===== src/rtl/mem_dbus_ctrl.sv =====
// rtl/mem_dbus_ctrl.sv - MEM-stage load/store controller driving an SRAM-like data bus
//
// Ports:
//   clk, rst            clock; asynchronous active-low reset
//   flush, hold         pipeline flush; downstream (MEM/WB) not advancing
//   ls_op/ls_addr/ls_wdata/except_in
//                       decoded access from EX/MEM (1 LB, 2 LBU, 3 LH, 4 LHU, 5 LW, 6 SB, 7 SH, 8 SW)
//   data_req/wr/size/addr/wdata, data_addr_ok/data_ok/rdata
//                       request/address-ok/data-ok bus transaction
//   stallreq            holds the pipeline while an access is in flight
//   ls_done, load_data  access result (valid only in DONE)
//   adel, ades, bad_vaddr
//                       address-error flags, combinational from the current inputs
//
// Build option: MEM_ALIGN_CHECK_EN
//   defined   - misaligned accesses raise adel/ades and are not issued
//   undefined - flags are tied low and the bus address is aligned down to the access size
module mem_dbus_ctrl #(
    parameter int AW = 32,
    parameter int DW = 32
) (
    input  logic          clk,
    input  logic          rst,
    input  logic          flush,
    input  logic          hold,
    input  logic [3:0]    ls_op,
    input  logic [AW-1:0] ls_addr,
    input  logic [DW-1:0] ls_wdata,
    input  logic          except_in,
    output logic          data_req,
    output logic          data_wr,
    output logic [1:0]    data_size,
    output logic [AW-1:0] data_addr,
    output logic [DW-1:0] data_wdata,
    input  logic          data_addr_ok,
    input  logic          data_data_ok,
    input  logic [DW-1:0] data_rdata,
    output logic          stallreq,
    output logic          ls_done,
    output logic [DW-1:0] load_data,
    output logic          adel,
    output logic          ades,
    output logic [AW-1:0] bad_vaddr
);
    typedef enum logic [2:0] {
        S_IDLE,
        S_REQ,
        S_WAIT,
        S_DRAIN,
        S_DONE
    } state_t;

    localparam logic [3:0] OP_LB  = 4'd1;
    localparam logic [3:0] OP_LBU = 4'd2;
    localparam logic [3:0] OP_LH  = 4'd3;
    localparam logic [3:0] OP_LHU = 4'd4;
    localparam logic [3:0] OP_LW  = 4'd5;
    localparam logic [3:0] OP_SB  = 4'd6;
    localparam logic [3:0] OP_SH  = 4'd7;
    localparam logic [3:0] OP_SW  = 4'd8;

    state_t        state, state_nx;
    logic          is_load, is_store;
    logic [1:0]    size;
    logic          align_block;
    logic          access_ok;
    logic          stall;
    logic          data_hit;
    logic [AW-1:0] req_addr;
    logic [DW-1:0] req_wdata;
    logic [DW-1:0] ext_data;
    logic [7:0]    rd_byte;
    logic [15:0]   rd_half;

    logic [3:0]    op_q;
    logic [AW-1:0] addr_q;
    logic [1:0]    size_q;
    logic          wr_q;
    logic [DW-1:0] wdata_q;
    logic [DW-1:0] load_q;

    always_comb begin
        is_load  = 1'b0;
        is_store = 1'b0;
        size     = 2'd0;
        case (ls_op)
            OP_LB, OP_LBU: begin is_load = 1'b1;  size = 2'd0; end
            OP_LH, OP_LHU: begin is_load = 1'b1;  size = 2'd1; end
            OP_LW:         begin is_load = 1'b1;  size = 2'd2; end
            OP_SB:         begin is_store = 1'b1; size = 2'd0; end
            OP_SH:         begin is_store = 1'b1; size = 2'd1; end
            OP_SW:         begin is_store = 1'b1; size = 2'd2; end
            default:       ;
        endcase
    end

`ifdef MEM_ALIGN_CHECK_EN
    logic misalign;
    assign misalign    = (size == 2'd1 && ls_addr[0]) || (size == 2'd2 && ls_addr[1:0] != 2'b00);
    assign align_block = misalign;
    // Gated by reset so the flags read zero while the block is held in reset.
    assign adel        = rst && is_load  && !except_in && misalign;
    assign ades        = rst && is_store && !except_in && misalign;
    assign bad_vaddr   = (adel || ades) ? ls_addr : '0;
    assign req_addr    = ls_addr;
`else
    assign align_block = 1'b0;
    assign adel        = 1'b0;
    assign ades        = 1'b0;
    assign bad_vaddr   = '0;
    // No error path: misaligned addresses are silently aligned down to the access size.
    always_comb begin
        req_addr = ls_addr;
        if (size == 2'd1) begin
            req_addr[0] = 1'b0;
        end else if (size == 2'd2) begin
            req_addr[1:0] = 2'b00;
        end
    end
`endif

    assign access_ok = (is_load || is_store) && !except_in && !align_block;

    // Store data replicated across all lanes so the slave can pick by address.
    always_comb begin
        case (size)
            2'd0:    req_wdata = {4{ls_wdata[7:0]}};
            2'd1:    req_wdata = {2{ls_wdata[15:0]}};
            default: req_wdata = ls_wdata;
        endcase
    end

    // Load extraction uses the registered request; the lane bits that select
    // byte/half are never cleared by the alignment above.
    assign rd_byte = data_rdata[{addr_q[1:0], 3'b000} +: 8];
    assign rd_half = data_rdata[{addr_q[1], 4'b0000} +: 16];

    always_comb begin
        case (op_q)
            OP_LB:   ext_data = {{24{rd_byte[7]}}, rd_byte};
            OP_LBU:  ext_data = {24'd0, rd_byte};
            OP_LH:   ext_data = {{16{rd_half[15]}}, rd_half};
            OP_LHU:  ext_data = {16'd0, rd_half};
            OP_LW:   ext_data = data_rdata;
            default: ext_data = '0;
        endcase
    end

    always_comb begin
        state_nx = state;
        stall    = 1'b0;
        case (state)
            S_IDLE: begin
                if (access_ok && !flush) begin
                    state_nx = S_REQ;
                    stall    = 1'b1;
                end
            end
            S_REQ: begin
                stall = 1'b1;
                if (data_addr_ok) begin
                    // Once accepted the access is outstanding; a flush must drain it.
                    if (data_data_ok) begin
                        state_nx = flush ? S_IDLE : S_DONE;
                    end else begin
                        state_nx = flush ? S_DRAIN : S_WAIT;
                    end
                end else if (flush) begin
                    state_nx = S_IDLE;
                end
            end
            S_WAIT: begin
                stall = !data_data_ok;
                if (data_data_ok) begin
                    state_nx = flush ? S_IDLE : S_DONE;
                end else if (flush) begin
                    state_nx = S_DRAIN;
                end
            end
            S_DRAIN: begin
                // Bus is busy with a killed access; a new one must wait.
                stall = access_ok;
                if (data_data_ok) begin
                    state_nx = S_IDLE;
                end
            end
            S_DONE: begin
                if (flush || !hold) begin
                    state_nx = S_IDLE;
                end
            end
            default: state_nx = S_IDLE;
        endcase
    end

    assign data_hit = (state != S_DONE) && (state_nx == S_DONE);

    always_ff @(posedge clk or negedge rst) begin
        if (!rst) begin
            state   <= S_IDLE;
            op_q    <= 4'd0;
            addr_q  <= '0;
            size_q  <= 2'd0;
            wr_q    <= 1'b0;
            wdata_q <= '0;
            load_q  <= '0;
        end else begin
            state <= state_nx;
            if (state == S_IDLE && state_nx == S_REQ) begin
                op_q    <= ls_op;
                addr_q  <= req_addr;
                size_q  <= size;
                wr_q    <= is_store;
                wdata_q <= req_wdata;
            end
            if (data_hit) begin
                load_q <= ext_data;
            end
        end
    end

    assign data_req   = (state == S_REQ);
    assign data_wr    = wr_q;
    assign data_size  = size_q;
    assign data_addr  = addr_q;
    assign data_wdata = wdata_q;
    assign ls_done    = (state == S_DONE);
    assign load_data  = ls_done ? load_q : '0;
    assign stallreq   = rst && stall;
endmodule

===== config.mk =====
export PLATFORM = sky130hd
export DESIGN_NAME = mem_dbus_ctrl
export DESIGN_NICKNAME = d
export VERILOG_FILES = /design/src/rtl/mem_dbus_ctrl.sv
export SDC_FILE = /design/constraint.sdc
export NUM_CORES = 1
export LEC_CHECK = 0
export ABC_CLOCK_PERIOD_IN_PS = 1650
export BUFFER_PORTS_ARGS = -buffer_cell sky130_fd_sc_hd__buf_4
export CORE_ASPECT_RATIO = 0.5
export CORE_MARGIN = 2
export CORE_UTILIZATION = 40
export CTS_CLUSTER_DIAMETER = 50
export DETAILED_ROUTE_END_ITERATION = 7
export PLACE_DENSITY = 0.72
export SLEW_MARGIN = 40
export SYNTH_ARGS = -nofsm -noshare
export SYNTH_HDL_FRONTEND = slang
export SYNTH_SLANG_ARGS = --single-unit

===== constraint.sdc =====
create_clock -name clk -period 1.65 [get_ports clk]
set_input_delay 0.0825 -clock clk [delete_from_list [all_inputs] [get_ports clk]]
set_output_delay 0.0825 -clock clk [all_outputs]
set_load 0.03 [all_outputs]

==> results summary <==
The run finished, with violations left. The checks that failed: setup timing. By area the synthesized netlist is led by dfrtp_1 48%, nand2_1 12%, buf_4 5.0%. The top cell type by total area after synthesis is dfrtp_1. The number of buffers inserted during clock tree synthesis is 9. The async set-reset flop share out of synthesis came out at 100%. The DRC marker count from the first detailed-route iteration is 399. STA classifies the critical path endpoint as a primary output. The clock latency at the later pin of the worst-skew pair came out at 0.35 ns.

The minimum clock period is 1.82 ns. The routability congestion estimate is 0.815. Prior to clock tree synthesis, the placed netlist has a worst setup slack of -0.0471 ns. In the global route stage, overall resource usage came out at 23.8%. The highest fanout seen on the critical path came out at 8. The relative contribution of combinational cells to total power is 42.7%. The switching portion of total power came out at 37.6%. The I/O pin total is 243. Cell internal power was estimated by the tool at 7370 uW.

The area growth from synthesis to layout came out at 61.7%. The commonest cells after synthesis are 174 x nand2_1, 106 x dfrtp_1, 46 x nor2_1. Entering global routing, the biggest net connects 91 pins. The hold violation total from the final report is 0. The static power due to leakage is 0.00430 uW. The count of unresolved DRC violations after routing is 0. Summed over all nets, the half-perimeter wirelength after detailed placement is 11200 microns.

The critical path ends at load_data[15]. The total number of nets in the final design came out at 1008. The placeable core region is 13500 sq um.

The routed design uses 9210 microns of met2 wire. The total power density per cell area is 1320 nW/um^2. The initial core utilization is 40.9%. After detailed routing, the wire length on met1 is 7250 microns. The XOR/XNOR share of the synthesized area is 0.159%. Based on the critical path, the design can be clocked at up to 0.549 GHz.

The die is 87.1 microns tall. The clock-pin slew on the worst setup and hold paths is 0.07 ns. Walking the worst path, the cells encountered are buf_6, buf_6, nor3_4, buf_6, clkbuf_16, and2_4, buf_6. The clock net in this run drives a total of 106 sinks. The post-synthesis mux area share is 3.51%. The worst setup path is of the reg -> out kind. The number of enable flip-flop cells after synthesis is 0. The synthesized-area fraction occupied by adder cells is 0%. The share of layout cells above drive strength 1 came out at 36.5%. Measured in cells, the most critical reg-to-reg path has a length of 8. The cell at the slowest stage of the critical path is dfrtp_1.

The net switching power came out at 4440 uW. The detailed-routed wire length on met3 is 1180 microns. The count of input and output buffers came out at 208.

Among all flip-flop cells after synthesis, the most frequent one is dfrtp_1. The clock tree buffer depth came out at 2. CTS placed an instance of clkbuf_16 at the clock tree root.

The synthesized flop and latch total is 106. The beginning of the worst register-to-register path is state[1]. The number of global-route vias before repair is 5353.

The number of max-capacitance violations reported is 0. The critical path starts at state[1]. The number of slew-limit violations in the final report came out at 0. At the worst endpoint, the arrival time is 1.74 ns. The worst-case setup margin in the final layout is -0.171 ns.

The dominant combinational cell family by area after synthesis is simple AND/OR/NAND/NOR gates. The transition time of the tightest slew-check pin came out at 0.776 ns. The synthesized instance count came out at 619.

The via density per instance is 5.15. The average footprint of a synthesized cell came out at 8.92 sq um. The highest metal layer used by the detailed router is met4.

Summed over all layers, the global routing overflow is 0. The detailed-router iteration count before antenna repair is 5. Final hold analysis gives a worst-case slack of 0.0152 ns. The kind of path behind the tightest hold check is in -> reg. Total power for the finished layout comes to 11800 uW.

The share of total power in the clock network is 22.3%. Dividing the final minimum period by the clock period gives 110%. The setup slack of the worst register-to-register path is -0.16 ns. The worst setup path is launched from a flip-flop. The compound-gate portion of the synthesized area came out at 14.4%. The worst-case clock skew is 0.00862 ns. The synthesized netlist devotes 25.0% of its cell area to simple gates. The synthesized netlist contains 56 unique library cells. In the final routed layout, each cell accounts on average for 16.6 microns.

IR analysis of the VDD net gives a maximum drop of 572 uV. The first-pass GRT wire length came out at 27600 microns. The final route contains 5575 vias. The number of diodes is 0. The count of filler cells inserted in the layout came out at 1055. By instance count, the leading cell after synthesis is nand2_1. The wire length reported by the detailed router is 18000 microns. The endpoint identified for the worst register-to-register timing path is load_q[13]. The final setup violation count came out at 81. The floorplan has 30 rows. STA puts the critical path data required time at 1.57 ns. The H-tree was split into 3 levels. The portion of the post-synthesis area used by sequential elements is 48.0%.

TritonCTS built the clock tree. Headroom to the max-slew limit came out at 48.0%. The sequential share of power came out at 35.0%. The detail route stage leaves a number of antenna-violating nets equal to 0. The share of Yosys cell area claimed by the top area cell type is 48.0%.

Setup repair after global routing could not meet its margin everywhere. The mapped netlist covers 5520 sq um. The x dimension of the die came out at 170 microns.

The die covers 14800 sq um. The number of antenna violations at the first check in global routing is 0. The most repeated library cell on the critical path is buf_6.

The maximum cell stage delay along the critical path is 0.40 ns. The utilization of the core after routing came out at 66.1%. The synthesis warning total came out at 0.
==> power by group through the flow <==
stage / Combinational (uW) / Clock [uW] / Sequential, uW
after floorplan: 1930 / 0 / 5020
after global placement: 4620 / 0 / 4090
after detailed placement: 4720 / 0 / 4100
after CTS: 4970 / 2690 / 4080
after global routing: 5390 / 2780 / 4240
final: 5050 / 2630 / 4130
==> worst max-delay path: cells and delay by family, from the launching register on <==
kind,cells,cell delay [ns]
and+or+nand+nor,2,0.26
DFF,1,0.40
buffers and inverters,5,0.72
==> worst min path at each step <==
stage                         from             end  slack [ns]  cells after the start
finish                    ls_op[2]         op_q[2]        0.02                      3
detailed placement             rst  data_wdata[22]       -0.02                      1
global placement               rst  data_wdata[20]       -0.03                      1
CTS                 data_rdata[24]      load_q[24]       0.003                      3
global route        data_rdata[27]      load_q[27]       0.005                      3
floorplan                      rst    data_addr[0]       -0.21                      0
==> per-layer routing <==
layer  GRT usage [%]  vias up
met3            4.82       29
met2            43.6      229
met4            6.60        0
met5               0        -
li1                -     2628
met1            28.7     2689
==> stage by stage <==
step	area [sq um]	std cells	setup TNS [ns]
floorplan	5700	652	-0.499
global placement	7410	995	-0.112
detailed placement	7420	995	-0.586
CTS	8800	1078	-6.65
global route	8930	1082	-14.03
finish	8930	1082	-7.93
==> kinds of logic after synthesis <==
logic type                count (synthesis)
AOI/OAI and AO/OA                       113
other                                     1
and+or+nand+nor                         300
muxes                                    17
buffers and inverters                    81
xor gates and xnor gates                  1
DFF                                     106
==> placed cells by master (no fill, tap or decap), types with 4 or more instances in the layout <==
cell type      count
buf_6             39
buf_16             6
a21oi_1            5
clkbuf_16         11
dlygate4sd3_1     55
buf_12            14
dfrtp_1          103
buf_4            195
o22a_1             8
o21ai_0           16
nor2_1            45
a22oi_1            8
bufinv_16          4
mux2i_1            7
and2_4            32
nand2_1          174
a31oi_1           42
inv_1              5
o221ai_1           8
a21boi_0           7
mux2_4             8
conb_1            34
o2bb2ai_1          7
nand3_1           13
==> cell type report <==
type	instances	area (sq um)	share of cell area (%)
timing repair buffer	313	3000	33.6
multi-input combinational	465	2670	29.9
sequential	106	2660	29.7
clock buffer	10	229	2.56
tap	176	220	2.47
clock inverter	6	136	1.53
inverter	6	22.5	0.252
==> timing repair <==
| item | CTS | global route |
|---|---|---|
| setup buffers | 5 | 2 |
| resized for setup | 69 | 22 |
| pin swaps | 6 | 19 |
| endpoints found under the hold margin | 69 | 0 |
| setup endpoints to repair | 77 | 102 |
| hold buffers | 55 | 0 |
| cloned | 7 | 2 |
==> flip-flops by register name, summed over array words and instances, names as in the netlist <==
register	count
data_addr	32
data_wr	1
data_wdata	32
op_q	4
state	3
load_q	32
data_size	2
(Power assumes the default switching activity.)
